`config.mk`:
```
export PLATFORM = sky130hd
export DESIGN_NAME = id_stage
export DESIGN_NICKNAME = d
export VERILOG_FILES = /design/src/rtl/riscv_pkg.sv /design/src/rtl/imm_gen.sv /design/src/rtl/id_stage.sv
export SDC_FILE = /design/constraint.sdc
export NUM_CORES = 1
export LEC_CHECK = 0
export CORE_AREA = 2 2 129 131
export DETAILED_ROUTE_END_ITERATION = 7
export DIE_AREA = 0 0 131 133
export DONT_BUFFER_PORTS = 1
export GPL_ROUTABILITY_DRIVEN = 0
export PLACE_DENSITY = 0.69
export SLEW_MARGIN = 20
export SYNTH_ARGS = -nofsm -noshare
export SYNTH_HDL_FRONTEND = slang
export SYNTH_SLANG_ARGS = --single-unit
```
`constraint.sdc`:
```
create_clock -name clk_i -period 4.2 [get_ports clk_i]
set_input_delay 0.84 -clock clk_i [delete_from_list [all_inputs] [get_ports clk_i]]
set_output_delay 0.84 -clock clk_i [all_outputs]
set_load 0.01 [all_outputs]
```
`src/rtl/riscv_pkg.sv`:
```
// Shared RV32I decode constants, immediate formats and the ID-stage state encoding.
package riscv_pkg;

   localparam logic [6:0] OP_LOAD   = 7'b0000011;
   localparam logic [6:0] OP_IMM    = 7'b0010011;
   localparam logic [6:0] OP_JALR   = 7'b1100111;
   localparam logic [6:0] OP_STORE  = 7'b0100011;
   localparam logic [6:0] OP_BRANCH = 7'b1100011;
   localparam logic [6:0] OP_LUI    = 7'b0110111;
   localparam logic [6:0] OP_AUIPC  = 7'b0010111;
   localparam logic [6:0] OP_JAL    = 7'b1101111;
   localparam logic [6:0] OP_REG    = 7'b0110011;
   localparam logic [6:0] OP_SYSTEM = 7'b1110011;

   typedef enum logic [2:0] {IMM_NONE, IMM_I, IMM_S, IMM_B, IMM_U, IMM_J} imm_type_e;

   // LDWAIT marks the single cycle after a load left the slot; the slot itself
   // may already hold the next instruction during that cycle.
   typedef enum logic [1:0] {ST_EMPTY, ST_FULL, ST_LDWAIT} id_state_e;

   function automatic imm_type_e imm_type_of(input logic [6:0] op);
      imm_type_e t;
      case (op)
         OP_LOAD, OP_IMM, OP_JALR: t = IMM_I;
         OP_STORE:                 t = IMM_S;
         OP_BRANCH:                t = IMM_B;
         OP_LUI, OP_AUIPC:         t = IMM_U;
         OP_JAL:                   t = IMM_J;
         default:                  t = IMM_NONE;
      endcase
      return t;
   endfunction

   function automatic logic is_legal_op(input logic [6:0] op);
      return (imm_type_of(op) != IMM_NONE) || (op == OP_REG) || (op == OP_SYSTEM);
   endfunction

   function automatic logic uses_rs1(input logic [6:0] op);
      return !((op == OP_LUI) || (op == OP_AUIPC) || (op == OP_JAL));
   endfunction

   function automatic logic uses_rs2(input logic [6:0] op);
      return (op == OP_STORE) || (op == OP_BRANCH) || (op == OP_REG);
   endfunction

endpackage

```
`src/rtl/imm_gen.sv`:
```
// Combinational RV32I immediate generator; formats without an immediate give 0.
module imm_gen
   import riscv_pkg::*;
(
   input  logic [31:0] instr_i,
   output logic [31:0] imm_o
);

   always_comb begin
      imm_o = '0;
      case (imm_type_of(instr_i[6:0]))
         IMM_I: imm_o = {{20{instr_i[31]}}, instr_i[31:20]};
         IMM_S: imm_o = {{20{instr_i[31]}}, instr_i[31:25], instr_i[11:7]};
         IMM_B: imm_o = {{19{instr_i[31]}}, instr_i[31], instr_i[7], instr_i[30:25],
                         instr_i[11:8], 1'b0};
         IMM_U: imm_o = {instr_i[31:12], 12'b0};
         IMM_J: imm_o = {{11{instr_i[31]}}, instr_i[31], instr_i[19:12], instr_i[20],
                         instr_i[30:21], 1'b0};
         default: imm_o = '0;
      endcase
   end

endmodule

```
`src/rtl/id_stage.sv`:
```
// RV32I decode stage with one ID/EX slot and load-use interlock.
// Define WB_BYPASS_EN to forward the writeback port into captured operands instead of stalling.
module id_stage
   import riscv_pkg::*;
(
   input  logic        clk_i,
   input  logic        rst_i,
   input  logic        if_valid_i,
   input  logic [31:0] if_instr_i,
   input  logic [31:0] if_pc_i,
   output logic        if_ready_o,
   output logic [4:0]  r_src_1_o,
   output logic [4:0]  r_src_2_o,
   input  logic [31:0] r_src_1_dat_i,
   input  logic [31:0] r_src_2_dat_i,
   input  logic        wb_en_i,
   input  logic [4:0]  wb_rd_i,
   input  logic [31:0] wb_dat_i,
   input  logic        ex_ready_i,
   input  logic        flush_i,
   output logic        id_valid_o,
   output logic [31:0] id_pc_o,
   output logic [31:0] id_rs1_dat_o,
   output logic [31:0] id_rs2_dat_o,
   output logic [31:0] id_imm_o,
   output logic [4:0]  id_rd_o,
   output logic [6:0]  id_opcode_o,
   output logic [2:0]  id_funct3_o,
   output logic [6:0]  id_funct7_o,
   output logic        id_is_load_o,
   output logic        id_illegal_o
);

   id_state_e   state_q, state_d;
   logic        valid_q, valid_d;
   logic [4:0]  pend_rd_q, pend_rd_d;
   logic [31:0] pc_q, rs1_dat_q, rs2_dat_q, imm_q;
   logic [4:0]  rd_q;
   logic [6:0]  opcode_q, funct7_q;
   logic [2:0]  funct3_q;
   logic        is_load_q, illegal_q;

   logic [6:0]  op;
   logic [4:0]  rs1, rs2;
   logic [31:0] imm, rs1_val, rs2_val;
   logic        slot_ld, pend_ld, hit1, hit2, wb_stall, stall, accept, load_leaves;

   assign op        = if_instr_i[6:0];
   assign rs1       = if_instr_i[19:15];
   assign rs2       = if_instr_i[24:20];
   assign r_src_1_o = rs1;
   assign r_src_2_o = rs2;

   imm_gen u_imm_gen (
      .instr_i (if_instr_i),
      .imm_o   (imm)
   );

   // A load occupying the slot or one that just left cannot yet supply its rd.
   assign slot_ld = valid_q & is_load_q & (rd_q != 5'd0);
   assign pend_ld = (state_q == ST_LDWAIT);
   assign hit1 = uses_rs1(op) & (rs1 != 5'd0) &
                 ((slot_ld & (rs1 == rd_q)) | (pend_ld & (rs1 == pend_rd_q)));
   assign hit2 = uses_rs2(op) & (rs2 != 5'd0) &
                 ((slot_ld & (rs2 == rd_q)) | (pend_ld & (rs2 == pend_rd_q)));

`ifdef WB_BYPASS_EN
   assign wb_stall = 1'b0;

   always_comb begin
      rs1_val = r_src_1_dat_i;
      rs2_val = r_src_2_dat_i;
      if (wb_en_i && (wb_rd_i != 5'd0) && (wb_rd_i == rs1)) rs1_val = wb_dat_i;
      if (wb_en_i && (wb_rd_i != 5'd0) && (wb_rd_i == rs2)) rs2_val = wb_dat_i;
      if (rs1 == 5'd0) rs1_val = '0;
      if (rs2 == 5'd0) rs2_val = '0;
   end
`else
   // Register-file read ports show stale data during a write cycle.
   assign wb_stall = wb_en_i;

   logic unused_wb;
   assign unused_wb = ^{wb_rd_i, wb_dat_i};

   always_comb begin
      rs1_val = (rs1 == 5'd0) ? 32'd0 : r_src_1_dat_i;
      rs2_val = (rs2 == 5'd0) ? 32'd0 : r_src_2_dat_i;
   end
`endif

   assign stall       = hit1 | hit2 | wb_stall;
   assign if_ready_o  = ~rst_i & ~flush_i & (~valid_q | ex_ready_i) & ~stall;
   assign accept      = if_valid_i & if_ready_o;
   assign load_leaves = valid_q & ex_ready_i & is_load_q & (rd_q != 5'd0);

   always_comb begin
      state_d   = state_q;
      valid_d   = valid_q;
      pend_rd_d = pend_rd_q;
      if (flush_i) begin
         valid_d = 1'b0;
         state_d = ST_EMPTY;
      end else begin
         if (accept)          valid_d = 1'b1;
         else if (ex_ready_i) valid_d = 1'b0;
         if (load_leaves) begin
            state_d   = ST_LDWAIT;
            pend_rd_d = rd_q;
         end else begin
            state_d = valid_d ? ST_FULL : ST_EMPTY;
         end
      end
   end

   always_ff @(posedge clk_i) begin
      if (rst_i) begin
         state_q   <= ST_EMPTY;
         valid_q   <= 1'b0;
         pend_rd_q <= '0;
      end else begin
         state_q   <= state_d;
         valid_q   <= valid_d;
         pend_rd_q <= pend_rd_d;
      end
   end

   always_ff @(posedge clk_i) begin
      if (rst_i) begin
         pc_q      <= '0;
         rs1_dat_q <= '0;
         rs2_dat_q <= '0;
         imm_q     <= '0;
         rd_q      <= '0;
         opcode_q  <= '0;
         funct3_q  <= '0;
         funct7_q  <= '0;
         is_load_q <= 1'b0;
         illegal_q <= 1'b0;
      end else if (accept) begin
         pc_q      <= if_pc_i;
         rs1_dat_q <= rs1_val;
         rs2_dat_q <= rs2_val;
         imm_q     <= imm;
         rd_q      <= if_instr_i[11:7];
         opcode_q  <= op;
         funct3_q  <= if_instr_i[14:12];
         funct7_q  <= if_instr_i[31:25];
         is_load_q <= (op == OP_LOAD);
         illegal_q <= ~is_legal_op(op) | (if_instr_i[1:0] != 2'b11);
      end
   end

   assign id_valid_o   = valid_q;
   assign id_pc_o      = pc_q;
   assign id_rs1_dat_o = rs1_dat_q;
   assign id_rs2_dat_o = rs2_dat_q;
   assign id_imm_o     = imm_q;
   assign id_rd_o      = rd_q;
   assign id_opcode_o  = opcode_q;
   assign id_funct3_o  = funct3_q;
   assign id_funct7_o  = funct7_q;
   assign id_is_load_o = is_load_q;
   assign id_illegal_o = illegal_q;

endmodule

```
Word-level counts from Yosys, hierarchy flattened

Cells that the tools add are included.
Widths: inputs -> output; s select.

$add $sub $neg: 0
Multipliers: 0
Divide/modulo/power cells: 0
Order comparisons: 0
Equal/unequal tests: 21
Shift operators: 0
Muxes and demuxes: 11
Bitwise operators: 28
Reductions and logical operators: 18

Operator list:

| kind               | count |
|---|---|
| $pmux 32 s5        | 1 |
| $mux 32            | 2 |
| $eq 7x7->1 const B | 4 |
| $eq 7x6->1 const B | 3 |
| $eq 5x5->1         | 4 |
| $and 1x1->1        | 17 |
| $pmux 3 s5         | 1 |
| $reduce_bool 5->1  | 3 |
| $eq 7x5->1 const B | 2 |
| $logic_not 5->1    | 2 |
| $eq 7x2->1 const B | 1 |
| $eq 3x2->1 const B | 2 |
| $eq 3x3->1 const B | 2 |
| $logic_or 1x1->1   | 6 |
| $mux 3             | 2 |
| $or 1x1->1         | 6 |
| $reduce_or 3->1    | 2 |
| $not 1->1          | 5 |
| $mux 1             | 4 |
| $reduce_or 2->1    | 2 |
| $eq 3x1->1 const B | 1 |
| $reduce_bool 3->1  | 1 |
| $eq 2x2->1 const B | 1 |
| $mux 2             | 1 |
| 3 further kinds    | 3 |

Register bits after elaboration: 160
Bits in latches: 0
Bits in writable memories: 0
ROM bits: 0
Input port bits: 171
Output and inout port bits: 164
Word-level logic and storage cells: 92
Memories: 0

Longest topological paths before layout

Depth after elaboration: 18
Gate-level depth with buffers: 10
Depth with buffers taken out: 6

By module

A second synthesis with hierarchy kept.

Cell total of the unflattened synthesis: 753
Area, all modules: 7497.2 um^2

By module, submodules not included:

| module   | times used | cells each | area an instance (um^2) | seq. area each (um^2) |
|---|---|---|---|---|
| id_stage | 1          | 662        | 6890.4                  | 3203.1 |
| imm_gen  | 1          | 91         | 606.8                   | 0.0 |

Worst setup path before layout

No wires, ideal clock.

Kind: input-to-output
From: input port if_instr_i[21]
To: output port if_ready_o
Data arrival time: 1808 ps
Path slack: 1552 ps
Stages on the path: 5
Path buffers: 0
Cell sequence: or4_1 -> nor2_1 -> a211oi_1 -> o21ai_1 -> and3_1

Cells in the longest elaborated chain, start to end: 8
Elaborated cells on any way between the ends: 12
Those cells by class: eq/ne: 2; bitwise: 9; reduce/logical: 1

Ends and longest elaborated chain:

| what                      | RTL line       | source |
|---|---|---|
| from (decl)               | id_stage.sv:9  | `input logic [31:0] if_instr_i,` |
| $eq 5x5->1                | id_stage.sv:65 | `((slot_ld & (rs2 == rd_q)) \| (pend_ld & (rs2 == pend_rd_q)));` |
| $and 1x1->1               | id_stage.sv:65 |  |
| $or 1x1->1                | id_stage.sv:65 |  |
| $and 1x1->1 *             | id_stage.sv:64 | `assign hit2 = uses_rs2(op) & (rs2 != 5'd0) &` |
| $or 1x1->1 * (2 in a row) | id_stage.sv:91 | `assign stall = hit1 \| hit2 \| wb_stall;` |
| $not 1->1 *               | id_stage.sv:92 | `assign if_ready_o = ~rst_i & ~flush_i & (~valid_q \| ex_ready_i) & ~stall;` |
| $and 1x1->1 *             | id_stage.sv:92 |  |
| to (decl)                 | id_stage.sv:11 | `output logic if_ready_o,` |

Every way passes the cells marked *; elsewhere a longest branch is shown, timed or not.

Worst setup path in the final report

From: register rd_q[1] (netlist: id_rd_o[1])
To: output port if_ready_o

Cells in the longest elaborated chain, start to end: 9
Elaborated cells on any way between the ends: 14
Those cells by class: eq/ne: 2; bitwise: 11; reduce/logical: 1

Ends and longest elaborated chain:

| what                                  | RTL line                       | source |
|---|---|---|
| from (decl)                           | id_stage.sv:38                 | `logic [4:0] rd_q;` |
| from (signal assigned)                | id_stage.sv:144                | `rd_q <= if_instr_i[11:7];` |
| $reduce_bool 5->1                     | id_stage.sv:60                 | `assign slot_ld = valid_q & is_load_q & (rd_q != 5'd0);` |
| $and 1x1->1                           | id_stage.sv:60                 |  |
| $and 1x1->1, on equally long branches | id_stage.sv:63, id_stage.sv:65 |  |
| $or 1x1->1, on equally long branches  | id_stage.sv:63, id_stage.sv:65 |  |
| $and 1x1->1, on equally long branches | id_stage.sv:62, id_stage.sv:64 |  |
| $or 1x1->1 * (2 in a row)             | id_stage.sv:91                 |  |
| $not 1->1 *                           | id_stage.sv:92                 |  |
| $and 1x1->1 *                         | id_stage.sv:92                 |  |

Marked as above.

==> summary.txt <==
Detailed Route WL: 17600 um
Post-cts gate resize count: 0
Fraction of layout cells with a size suffix above 1: 12.8%
CTS Root Cell: clkbuf_16
Mapped Nets: 901
CTS tree: built
Site Rows: 47
DIE AREA: 0.0174 mm2
Unrepaired setup endpoints after global routing: false
CTS clk-pin slew, worst paths: 0.07 ns
Final Max Tran Viols: 0
Final TNS setup: 0 ns
Pin count of the biggest net entering global routing: 168
Hold-fix buffers, CTS: 0
CP Data Required Time: 3.36 ns
Wire length per cell: 18.9 um
GRT Residual Overflow: 0
Fin. Hold Viols: 0
Final HPWL DP: 12500 um
Nets: 869
Commonest non-fill, non-tap cell in the layout: dfxtp_1
# DRC: 0
Most frequent cells in the layout: dfxtp_1 (160), mux2i_1 (102), nand2b_1 (99)
1st-pass router iterations: 4
Vias in the first global route: 5070
H-Tree Depth: 4
Avg Cell Area, Syn: 9.89 um2
CTS Sinks: 160
Slew @ Worst Pin: 1.05 ns
Tcrit/Tclk final: 74.2%
Initial Util: 44.6%
Initial antenna violation count: 0
R2r endpoint: id_pc_o[30]$_SDFFE_PP0P_
Post-CTS Setup Bufs: 0
Clock tree buffer depth: 2
Startpoint Class: flop
Leak: 0.00361 uW
Synthesized area: 0.00722 mm2
Gate Count Post-Synth: 730
Remaining antenna violation count: 0
First element of the critical path: id_rd_o[1]$_SDFFE_PP0P_
Crit-path max FO: 6
Fin crit period: 3.12 ns
Setup crit end kind: primary output
Outcome: finished, final reports clean
Max-slew headroom: 30.2%
Routed vias: 4925
Critical path class: reg2out
Worst setup path endpoint: if_ready_o
FF-to-FF path depth: 7
Synthesized flop and latch total: 160
Die X: 131 um
Max Clock Freq: 0.321 GHz
Clk_skew: 0.0223 ns
Placed Cells: 899
Worst path arrival time: 2.28 ns
Fill cells: 1496
ANT cells: 0
Yosys warnings: 0
Iter 0 DRT Violations: 181
Peak supply drop: 0.259 mV
Fin cells: 931
R2r setup slk: 1.20 ns
Area growth from synthesis to layout: 8.44%
Via density: 5.29
MaxCap Viol Count: 0
IO Pins: 335
Pwr Density: 421 mW/mm2
Hold Crit Class: in2reg
CORE AREA: 0.0162 mm2
Final setup viols: 0
Synth cell types: 41
RR Startpoint: id_rd_o[1]$_SDFFE_PP0P_
Seq/Total Area, Yosys: 44.4%
Clock latency on the worst-skew pair: 0.42 ns
Buffers on Ports: 0
First-pass GRT wire length: 26700 um
Die Ht: 133 um
Cts bufs inserted: 17
Total GRT Usage: 19.6%
worst min path at each step:
stage,from,end,cells after the start
final,flush_i,id_valid_o$_SDFF_PP0_,1
after global routing,flush_i,id_valid_o$_SDFF_PP0_,1
after CTS,flush_i,id_valid_o$_SDFF_PP0_,1
after detailed placement,id_rs1_dat_o[1]$_SDFFE_PP0P_,id_rs1_dat_o[1]$_SDFFE_PP0P_,2
after global placement,id_imm_o[18]$_SDFFE_PP0P_,id_imm_o[18]$_SDFFE_PP0P_,2
after floorplan,id_illegal_o$_SDFFE_PP0P_,id_illegal_o$_SDFFE_PP0P_,2
cells in the mapped netlist, drive strengths merged:
| master | count | share of area (%) |
|---|---|---|
| a21oi | 2 | 0.14 |
| nand3b | 2 | 0.21 |
| and2 | 11 | 0.95 |
| or4 | 3 | 0.31 |
| nand4b | 1 | 0.12 |
| o31a | 1 | 0.12 |
| nor4 | 3 | 0.26 |
| mux2 | 55 | 8.6 |
| and3 | 1 | 0.087 |
| or3b | 1 | 0.12 |
| clkbuf | 29 | 1.5 |
| o22ai | 1 | 0.087 |
| buf | 28 | 3.1 |
| a31oi | 1 | 0.087 |
| nor3 | 4 | 0.28 |
| mux2i | 102 | 14 |
| a211oi | 3 | 0.31 |
| o211a | 1 | 0.14 |
| o221ai | 1 | 0.12 |
| a211o | 2 | 0.24 |
| o21ai | 14 | 0.97 |
| nand3 | 4 | 0.28 |
| nor4b | 1 | 0.12 |
| a21o | 9 | 0.94 |
| xnor2 | 14 | 1.7 |
| a22oi | 4 | 0.42 |
| nand2 | 86 | 4.5 |
| nor2b | 56 | 4.9 |
| nor2 | 18 | 0.94 |
| nand4 | 4 | 0.35 |
| nand2b | 99 | 8.6 |
| xor2 | 6 | 0.73 |
| o211ai | 1 | 0.17 |
| dfxtp | 160 | 44 |
| nor4bb | 1 | 0.14 |
| or3 | 1 | 0.087 |
sequential cells by signal, indices dropped and copies added, names as in the netlist:
signal	count
id_funct3_o	3
id_funct7_o	7
id_illegal_o	1
id_imm_o	32
id_is_load_o	1
id_opcode_o	7
id_pc_o	32
id_rd_o	5
id_rs1_dat_o	32
id_rs2_dat_o	32
id_valid_o	1
pend_rd_q	5
state_q	2
cell families after synthesis:
family	synth area share, %
DFF	44.4
xor gates and xnor gates	2.43
muxes	22.7
buffers and inverters	4.59
AOI/OAI and AO/OA	3.74
and+or+nand+nor	22.1
layout make-up:
type / count / area (um2) / area share [%]
timing repair buffer: 6 / 57.6 / 0.735
multi-input combinational: 513 / 3690 / 47.2
tap: 220 / 275 / 3.52
sequential: 160 / 3200 / 40.9
clock inverter: 11 / 128 / 1.63
clock buffer: 21 / 470 / 6.01
through the flow:
stage          hold slack, ns  area, um2  util [%]  worst slack [ns]  power, uW
3_3_place_gp            0.509       7230      44.7              1.15       1760
3_5_place_dp            0.516       7230      44.7              1.11       1770
4_1_cts                 0.473       7820      48.4              1.10       3340
5_1_grt                 0.467       7830      48.4             0.962       3410
6_report                0.489       7830      48.4              1.08       3290
2_1_floorplan           0.496       7220         -              1.55       1770
per-layer routing:
layer	routed length [um]	vias to the layer above	GRT usage (%)	part of all wire (%)
li1	-	2359	-	-
met4	535	0	8.33	3.0
met2	8760	207	33.5	50
met5	0	-	0	0
met3	1630	30	8.45	9.3
met1	6640	2329	21.0	38
worst max-delay path, stage by stage, from the launching register on:
cell	delay, ns
dfxtp_1	0.44
or4_1	0.60
o211ai_2	0.21
nor4_1	0.09
o221ai_1	0.24
and3_1	0.29
where the power goes:
part	total, uW	switching [uW]	internal, uW
Sequential	1590	42.5	1550
Clock	1560	628	928
Combinational	142	62.4	80.1
Total	3290	733	2560
Note: power is estimated with default switching activity, not from simulation.
